$ cat src/rtl/datapath_sequencer_pkg.sv
// Shared processor definitions: sequencer state encodings, opcode constants
// and opcode-class helpers used by the control sequencer.
package proc_defs;

  typedef enum logic [2:0] {
    ST_IDLE   = 3'd0,
    ST_FETCH  = 3'd1,
    ST_DECODE = 3'd2,
    ST_EXE    = 3'd3,
    ST_MEM    = 3'd4,
    ST_WB     = 3'd5,
    ST_HALT   = 3'd6,
    ST_ERROR  = 3'd7
  } state_t;

  localparam logic [5:0] OP_RTYPE = 6'h00;
  localparam logic [5:0] OP_ADDI  = 6'h08;
  localparam logic [5:0] OP_JAL   = 6'h03;
  localparam logic [5:0] OP_LW    = 6'h23;
  localparam logic [5:0] OP_SW    = 6'h2b;
  localparam logic [5:0] OP_PUSH  = 6'h1b;
  localparam logic [5:0] OP_POP   = 6'h1c;
  localparam logic [5:0] OP_HALT  = 6'h3f;

  function automatic logic is_mem_read(input logic [5:0] op);
    return (op == OP_LW) || (op == OP_POP);
  endfunction

  function automatic logic is_mem_write(input logic [5:0] op);
    return (op == OP_SW) || (op == OP_PUSH);
  endfunction

  function automatic logic is_sp_op(input logic [5:0] op);
    return (op == OP_PUSH) || (op == OP_POP);
  endfunction

  function automatic logic is_rf_write(input logic [5:0] op);
    return (op == OP_RTYPE) || (op == OP_ADDI) || (op == OP_JAL) ||
           (op == OP_LW)    || (op == OP_POP);
  endfunction

endpackage

$ cat src/rtl/datapath_sequencer_if.sv
// Sequencer-to-datapath bundle: opcode and memory handshake in, register
// load enables, memory strobes and status out.
interface datapath_sequencer_if;
  logic [5:0] opcode;
  logic       mem_ready;
  logic [2:0] state;
  logic       ir_load;
  logic       pc_load;
  logic       sp_load;
  logic       rf_write;
  logic       mem_read;
  logic       mem_write;
  logic       halted;
  logic       timeout;

  modport master (
    input  opcode, mem_ready,
    output state, ir_load, pc_load, sp_load, rf_write,
           mem_read, mem_write, halted, timeout
  );

  modport slave (
    output opcode, mem_ready,
    input  state, ir_load, pc_load, sp_load, rf_write,
           mem_read, mem_write, halted, timeout
  );
endinterface

$ cat src/rtl/datapath_sequencer_mem_wait_timer.sv
// Counts cycles spent waiting on the memory handshake and flags the cycle in
// which the wait budget runs out without a ready.
module mem_wait_timer #(
  parameter int TIMEOUT_CYCLES = 16
) (
  input  logic clk,
  input  logic rst_n,
  input  logic clear,
  input  logic enable,
  input  logic ready,
  output logic expired
);

  localparam int W = $clog2(TIMEOUT_CYCLES);
  localparam logic [W-1:0] LAST = W'(TIMEOUT_CYCLES - 1);

  logic [W-1:0] count;

  // Ready in the final cycle takes priority over expiry.
  assign expired = enable && !ready && (count == LAST);

  // NOTE: sequential state uses non-blocking assignments so every register
  // samples the pre-edge values, independent of process evaluation order.
  always_ff @(posedge clk or negedge rst_n) begin
    if (!rst_n) begin
      count <= '0;
    end else if (clear) begin
      count <= '0;
    end else if (enable && !ready && (count != LAST)) begin
      count <= count + 1'b1;
    end
  end

endmodule

$ cat src/rtl/datapath_sequencer.sv
// Multi-cycle control sequencer: walks each instruction through
// fetch/decode/execute/memory/write-back and drives datapath enables.
module datapath_sequencer
  import proc_defs::*;
#(
  parameter int TIMEOUT_CYCLES = 16
) (
  input logic                  clk,
  input logic                  rst_n,
  datapath_sequencer_if.master bus
);

  state_t     state;
  state_t     next_state;
  logic [5:0] op;
  logic       mem_access;
  logic       waiting;
  logic       clear_wait;
  logic       expired;

  assign mem_access = is_mem_read(op) || is_mem_write(op);
  // Only FETCH and a memory-op MEM look at the handshake; the timer idles
  // (held clear) everywhere else so it starts from zero on every wait entry.
  assign waiting    = (state == ST_FETCH) || ((state == ST_MEM) && mem_access);
  assign clear_wait = !waiting;

  mem_wait_timer #(
    .TIMEOUT_CYCLES(TIMEOUT_CYCLES)
  ) u_mem_wait_timer (
    .clk    (clk),
    .rst_n  (rst_n),
    .clear  (clear_wait),
    .enable (waiting),
    .ready  (bus.mem_ready),
    .expired(expired)
  );

  always_ff @(posedge clk or negedge rst_n) begin
    if (!rst_n) state <= ST_IDLE;
    else        state <= next_state;
  end

  // NOTE: the op register is a single control register, so it gets a reset
  // like any other state; only wide storage arrays would be left unreset.
  always_ff @(posedge clk or negedge rst_n) begin
    if (!rst_n)                  op <= OP_RTYPE;
    else if (state == ST_DECODE) op <= bus.opcode;
  end

  // NOTE: every combinational output gets a default first so no path through
  // the case statement can leave it unassigned and infer a latch.
  always_comb begin
    next_state = state;
    unique case (state)
      ST_IDLE:   next_state = ST_FETCH;
      ST_FETCH: begin
        if (bus.mem_ready) next_state = ST_DECODE;
        else if (expired)  next_state = ST_ERROR;
      end
      ST_DECODE: next_state = (bus.opcode == OP_HALT) ? ST_HALT : ST_EXE;
      ST_EXE:    next_state = ST_MEM;
      ST_MEM: begin
        if (!mem_access || bus.mem_ready) next_state = ST_WB;
        else if (expired)                 next_state = ST_ERROR;
      end
      ST_WB:     next_state = ST_FETCH;
      ST_HALT:   next_state = ST_HALT;
      ST_ERROR:  next_state = ST_ERROR;
    endcase
  end

  assign bus.state = state;

  always_comb begin
    bus.ir_load   = 1'b0;
    bus.pc_load   = 1'b0;
    bus.sp_load   = 1'b0;
    bus.rf_write  = 1'b0;
    bus.mem_read  = 1'b0;
    bus.mem_write = 1'b0;
    bus.halted    = 1'b0;
    bus.timeout   = 1'b0;
    unique case (state)
      ST_FETCH: begin
        bus.mem_read = 1'b1;
        bus.ir_load  = bus.mem_ready;
      end
      ST_MEM: begin
        bus.mem_read  = is_mem_read(op);
        bus.mem_write = is_mem_write(op);
        bus.sp_load   = is_sp_op(op) && bus.mem_ready;
      end
      ST_WB: begin
        bus.pc_load  = 1'b1;
        bus.rf_write = is_rf_write(op);
      end
      ST_HALT:  bus.halted = 1'b1;
      ST_ERROR: begin
        bus.halted  = 1'b1;
        bus.timeout = 1'b1;
      end
      default: ;
    endcase
  end

endmodule

$ cat src/flat_wrapper.sv
// flat-port wrapper written by rule: the top's interface ports become plain ports
module datapath_sequencer_flat import proc_defs::*;
#(
  parameter int TIMEOUT_CYCLES = 16
)
  (clk, rst_n, bus_opcode, bus_mem_ready, bus_state, bus_ir_load, bus_pc_load, bus_sp_load, bus_rf_write, bus_mem_read, bus_mem_write, bus_halted, bus_timeout);
  datapath_sequencer_if bus_i ();
  input logic clk;
  input logic rst_n;
  input wire logic [$bits(bus_i.opcode)-1:0] bus_opcode;
  input wire logic [$bits(bus_i.mem_ready)-1:0] bus_mem_ready;
  output wire logic [$bits(bus_i.state)-1:0] bus_state;
  output wire logic [$bits(bus_i.ir_load)-1:0] bus_ir_load;
  output wire logic [$bits(bus_i.pc_load)-1:0] bus_pc_load;
  output wire logic [$bits(bus_i.sp_load)-1:0] bus_sp_load;
  output wire logic [$bits(bus_i.rf_write)-1:0] bus_rf_write;
  output wire logic [$bits(bus_i.mem_read)-1:0] bus_mem_read;
  output wire logic [$bits(bus_i.mem_write)-1:0] bus_mem_write;
  output wire logic [$bits(bus_i.halted)-1:0] bus_halted;
  output wire logic [$bits(bus_i.timeout)-1:0] bus_timeout;
  assign bus_i.opcode = bus_opcode;
  assign bus_i.mem_ready = bus_mem_ready;
  assign bus_state = bus_i.state;
  assign bus_ir_load = bus_i.ir_load;
  assign bus_pc_load = bus_i.pc_load;
  assign bus_sp_load = bus_i.sp_load;
  assign bus_rf_write = bus_i.rf_write;
  assign bus_mem_read = bus_i.mem_read;
  assign bus_mem_write = bus_i.mem_write;
  assign bus_halted = bus_i.halted;
  assign bus_timeout = bus_i.timeout;
  datapath_sequencer #(.TIMEOUT_CYCLES(TIMEOUT_CYCLES)) u_core (.clk(clk), .rst_n(rst_n), .bus(bus_i));
endmodule
$ cat config.mk
export PLATFORM = sky130hd
export DESIGN_NAME = datapath_sequencer_flat
export DESIGN_NICKNAME = d
export VERILOG_FILES = /design/src/rtl/datapath_sequencer_pkg.sv /design/src/rtl/datapath_sequencer_if.sv /design/src/rtl/datapath_sequencer_mem_wait_timer.sv /design/src/rtl/datapath_sequencer.sv /design/src/flat_wrapper.sv
export SDC_FILE = /design/constraint.sdc
export NUM_CORES = 1
export LEC_CHECK = 0
export ABC_AREA = 1
export CORE_MARGIN = 1.5
export CORE_UTILIZATION = 48
export CTS_CLUSTER_DIAMETER = 60
export DETAILED_ROUTE_END_ITERATION = 8
export HOLD_SLACK_MARGIN = 0.03
export PLACE_DENSITY = 0.78
export SLEW_MARGIN = 10
export SYNTH_ARGS = -nofsm -noshare
export SYNTH_HDL_FRONTEND = slang
export SYNTH_SLANG_ARGS = --single-unit
$ cat constraint.sdc
create_clock -name clk -period 1.4 [get_ports clk]
set_input_delay 0.14 -clock clk [delete_from_list [all_inputs] [get_ports clk]]
set_output_delay 0.14 -clock clk [all_outputs]
set_load 0.01 [all_outputs]
==> summary.txt, run 1 <==
Run status
  – Status: did not finish
  – Fail Step: global routing (5_1_grt)
  – Stop err: [ERROR DPL-0038] Utilization greater than 100%, impossible to legalize

Yosys
  – Most common cell in the netlist: nand2_1
  – Register area share after synthesis: 0.389
  – Commonest cells in the netlist: nand2_1 (34), dfrtp_1 (13), inv_1 (11), nand3_1 (11), nor2_1 (9)
  – EDFF count, synth: 0
  – Yosys reg bits: 13
  – Share of the synthesized area in the top cell type: 0.389
  – Area leader, netlist: dfrtp_1
  – Cell Area, Synth: 837 µm²
  – Post-synth ARST share: 1.00
  – Warnings from Yosys: 0
  – Syn Inst Count: 113
  – Syn Nets: 123
  – Synth top area cells: dfrtp_1 (39%), nand2_1 (15%), nand3_1 (6.6%), inv_1 (4.9%), nor2_1 (4.0%)
  – Syn Area/Cell: 7.41 µm²
  – Post-synth cell types: 25
  – Top_reg_cell synth: dfrtp_1

STA
  – Worst ep type: top-level output
  – Worst EP post-GRT repair: bus_rf_write

Placement
  – Half-perimeter wire length after placement: 1620 µm
  – Port Buffers: 19
  – GP Congestion: 0.777
  – Pre-CTS setup slack: -0.293 ns

Clock tree
  – Clk buf depth: 2
  – Total clock sinks: 13
  – H-tree levels: 1
  – Clock buffer count from CTS: 3
  – Root buf cell: clkbuf_4
  – Post-CTS Hold Fix Bufs: 0

Floorplanning
  – I/O pins: 20
  – Die width: 44.8 µm
  – FP Rows: 14
  – Die Ht: 44.8 µm
  – Initial core utilization: 0.531

GRT
  – Largest net degree at the start of global routing: 14
[stage by stage]
step           std cells  TNS (ns)  area (µm²)
4_1_cts              184    -0.866        1400
3_5_place_dp         169     -1.78        1210
3_3_place_gp         169     -1.12        1210
2_1_floorplan        113         0         837
[cells by family after synthesis]
group           after synthesis  share of synthesized area
fa+ha+maj                     1                     0.0149
flops                        13                      0.389
compound gates               10                     0.0777
simple gates                 69                      0.410
xor+xnor                      3                     0.0314
buf+inv                      17                     0.0777
[repair_timing]
item,4_1_cts
setup buffers,11
endpoints found under the setup margin,18
gates cloned,0
resized for setup,68
pin swaps,9
==> run 2, diff against run 1 <==
Settings changed: CORE_AREA from default to 2 2 63 65, CORE_MARGIN 1.5 to default, CORE_UTILIZATION 48 to default, CTS_CLUSTER_DIAMETER 60 to default, DIE_AREA from default to 0 0 65 67, HOLD_SLACK_MARGIN 0.03 to default, PLACE_DENSITY 0.78 to default, PLACE_DENSITY_LB_ADDON from default to 0.15.
==> run 2 against run 1 <==
The flow now finishes, with violations (setup timing). Synthesized area did not move. Synthesized cell count did not move.
==> summary.txt, run 2 <==
Power
  – PwrDens: 500 mW/mm²
  – Leakage: 0.730 nW
  – Worst vdd ir: 0.000316 V

Setup path
  – Critical Path Fanout Max: 3
  – Crit start category: flip-flop
  – CP max stage cell: dfrtp_1
  – WP buf/inv: 3
  – Setup Crit Path Kind: flip-flop to primary output
  – CP delay by family, top: flip-flops
  – CP arrival: 1.36 ns
  – CP required: 1.26 ns
  – CP max stage delay: 0.41 ns
  – Crit path cell chain: inv_2 -> nor2_4 -> nand3_4 -> buf_4 -> a21oi_2 -> buf_2
  – CP endpoint kind: primary output

Flow run
  – Max-cap violations: 0

GRT
  – Grt ovf: 0
  – First-pass GRT wire length: 3920 µm
  – Largest net degree at the start of global routing: 14
  – Initial antenna violation count: 0
  – Vias in the first global route: 904
  – Total Routing Usage GR: 0.119

STA
  – Final period utilization: 1.07
  – Final Hold Vio Count: 0
  – Worst slew pin tran: 0.278 ns
  – Final setup violation count: 7
  – Min cycle time layout: 1.50 ns
  – Max-slew violation count: 0
  – Slew HR: 0.813
  – Fmax: 669 MHz
  – Worst Setup Slack, final: -0.0959 ns
  – RSZ-0062 raised after global routing: yes
  – Final setup skew: 0.00321 ns

Placement
  – Port Buffers: 19 (unchanged)
  – Half-perimeter wire length after placement: 1750 µm (+8.2%)
  – Dpl cells: 202 (+20%)
  – GP Congestion: 0.733 (-5.7%)
  – Area after DPL: 0.00125 mm² (+3.9%)

Yosys
  – Post-synth cell types: 25 (unchanged)
  – Synth top area cells: dfrtp_1 (39%), nand2_1 (15%), nand3_1 (6.6%), inv_1 (4.9%), nor2_1 (4.0%)
  – Most common cell in the netlist: nand2_1
  – Syn Area/Cell: 7.41 µm² (unchanged)
  – Commonest cells in the netlist: nand2_1 (34), dfrtp_1 (13), inv_1 (11), nand3_1 (11), nor2_1 (9)
  – Syn Inst Count: 113 (unchanged)
  – Syn Nets: 123 (unchanged)
  – Cell Area, Synth: 837 µm² (unchanged)
  – Register area share after synthesis: 0.389 (unchanged)
  – Top_reg_cell synth: dfrtp_1
  – Area leader, netlist: dfrtp_1
  – Yosys reg bits: 13 (unchanged)
  – Post-synth ARST share: 1.00 (unchanged)
  – Warnings from Yosys: 0 (unchanged)
  – Share of the synthesized area in the top cell type: 0.389 (unchanged)
  – EDFF count, synth: 0 (unchanged)

Clock tree
  – Clock buffer count from CTS: 3 (unchanged)
  – Clock-pin slew on the worst setup and hold paths: 0.06 ns
  – Post-CTS Hold Fix Bufs: 0 (unchanged)
  – Clk buf depth: 2 (unchanged)
  – Clock Latency Late Sink: 0.24 ns
  – Root buf cell: clkbuf_8
  – H-tree levels: 1 (unchanged)
  – TritonCTS clock tree: yes
  – Total clock sinks: 13 (unchanged)

Run status
  – Status: finished, violations left
  – Failing checks: setup timing

Floorplanning
  – FP Rows: 22 (+8)
  – Die width: 65 µm (+45%)
  – Die area: 0.00436 mm²
  – Die Ht: 67 µm (+50%)
  – Initial core utilization: 0.232 (-0.299)
  – I/O pins: 20 (unchanged)
  – Core area: 0.00361 mm²

Route
  – WL/cell: 11.3 µm
  – Routed WL: 2510 µm
  – Via count: 944
  – DRT iter0 DRCs: 18
  – DRT Pass-1 Iters: 6
  – DRC: 0
  – Vias per cell: 4.27
  – Post-route ant nets: 0

Cells and area
  – # diodes: 0
  – Most frequent cells in the layout: buf_4 (33), nand2_1 (30), inv_1 (9), clkdlybuf4s50_1 (8), dfrtp_1 (8)
  – Nets: 184
  – Largest Register: u_core.op
  – Layout cells sized above 1: 0.526
  – Non-Filler Instances: 221
  – Top Registers: u_core.op x6, u_core.u_mem_wait_timer.count x4, u_core.bus.state x3
  – Post-route cell area: 0.00153 mm²
  – Commonest non-fill, non-tap cell in the layout: buf_4
  – Max reg flops: 6
  – Synthesis-to-layout area growth: 82.2%

Min path
  – Min-delay worst type: primary input to async pin
==> run 2: metrics by stage <==
step	setup slack (ns)	total power [mW]	hold WS (ns)	setup TNS, ns	utilization
final	-0.0959	0.762	0.204	-0.446	0.423
after global routing	-0.171	0.797	0.216	-1.20	0.423
after CTS	-0.116	0.779	0.208	-0.516	0.395
after detailed placement	-0.241	0.425	0.475	-1.42	0.348
after global placement	-0.235	0.425	0.477	-1.34	0.348
after floorplan	0.0850	0.386	-0.156	0	-
==> run 2: logic make-up after synthesis <==
| logic type | Yosys count | share of synthesized area |
|---|---|---|
| AO/OA/AOI/OAI | 10 | 0.0777 |
| XOR/XNOR | 3 | 0.0314 |
| adder cells (fa/ha/maj) | 1 | 0.0149 |
| buffers and inverters | 17 | 0.0777 |
| flip-flops | 13 | 0.389 |
| AND/OR/NAND/NOR | 69 | 0.410 |
==> run 2: worst paths after layout <==
kind	start	end	slack (ns)	depth (start not counted)
hold reg to reg	u_core.u_mem_wait_timer.count[1]$_DFFE_PN0P_	u_core.u_mem_wait_timer.count[1]$_DFFE_PN0P_	0.55	2
setup reg to reg	u_core.op[4]$_DFFE_PN0P_	u_core.u_mem_wait_timer.count[1]$_DFFE_PN0P_	-0.07	12
max in group asynchronous	rst_n	u_core.op[5]$_DFFE_PN0P_	1.00	2
hold / removal	rst_n	u_core.u_mem_wait_timer.count[0]$_DFFE_PN0P_	0.20	2
setup / recovery	u_core.op[4]$_DFFE_PN0P_	bus_sp_load	-0.1	6
min in group clk	bus_opcode[3]	u_core.op[3]$_DFFE_PN0P_	0.46	3
==> run 2: cell type report <==
type / count / area (µm²)
inverter: 16 / 62.6
tap: 48 / 60.1
fill: 362 / 2080
multi-input combinational: 83 / 572
timing repair buffer: 57 / 454
clock buffer: 4 / 45.0
sequential: 13 / 332
==> run 2: routing by layer <==
layer | track usage | share of wire | vias to the layer above
li1 | - | - | 475
met1 | 0.131 | 0.42 | 453
met2 | 0.223 | 0.54 | 14
met3 | 0.0270 | 0.032 | 2
met4 | 0.0399 | 0.011 | 0
met5 | 0 | 0 | -
==> run 2: power by group <==
part	leakage (nW)	total [mW]	internal (mW)	switching, mW
Clock	0.0228	0.343	0.201	0.142
Combinational	0.574	0.0429	0.0244	0.0185
Sequential	0.133	0.376	0.376	0
Total	0.730	0.762	0.601	0.160
==> run 2: what timing repair did <==
item / 4_1_cts / 5_1_grt
setup buffers: 8 / 7
pin swaps: 10 / 11
endpoints found under the setup margin: 18 / 15
resized for setup: 53 / 21
Power figures use the tool's default switching activity.
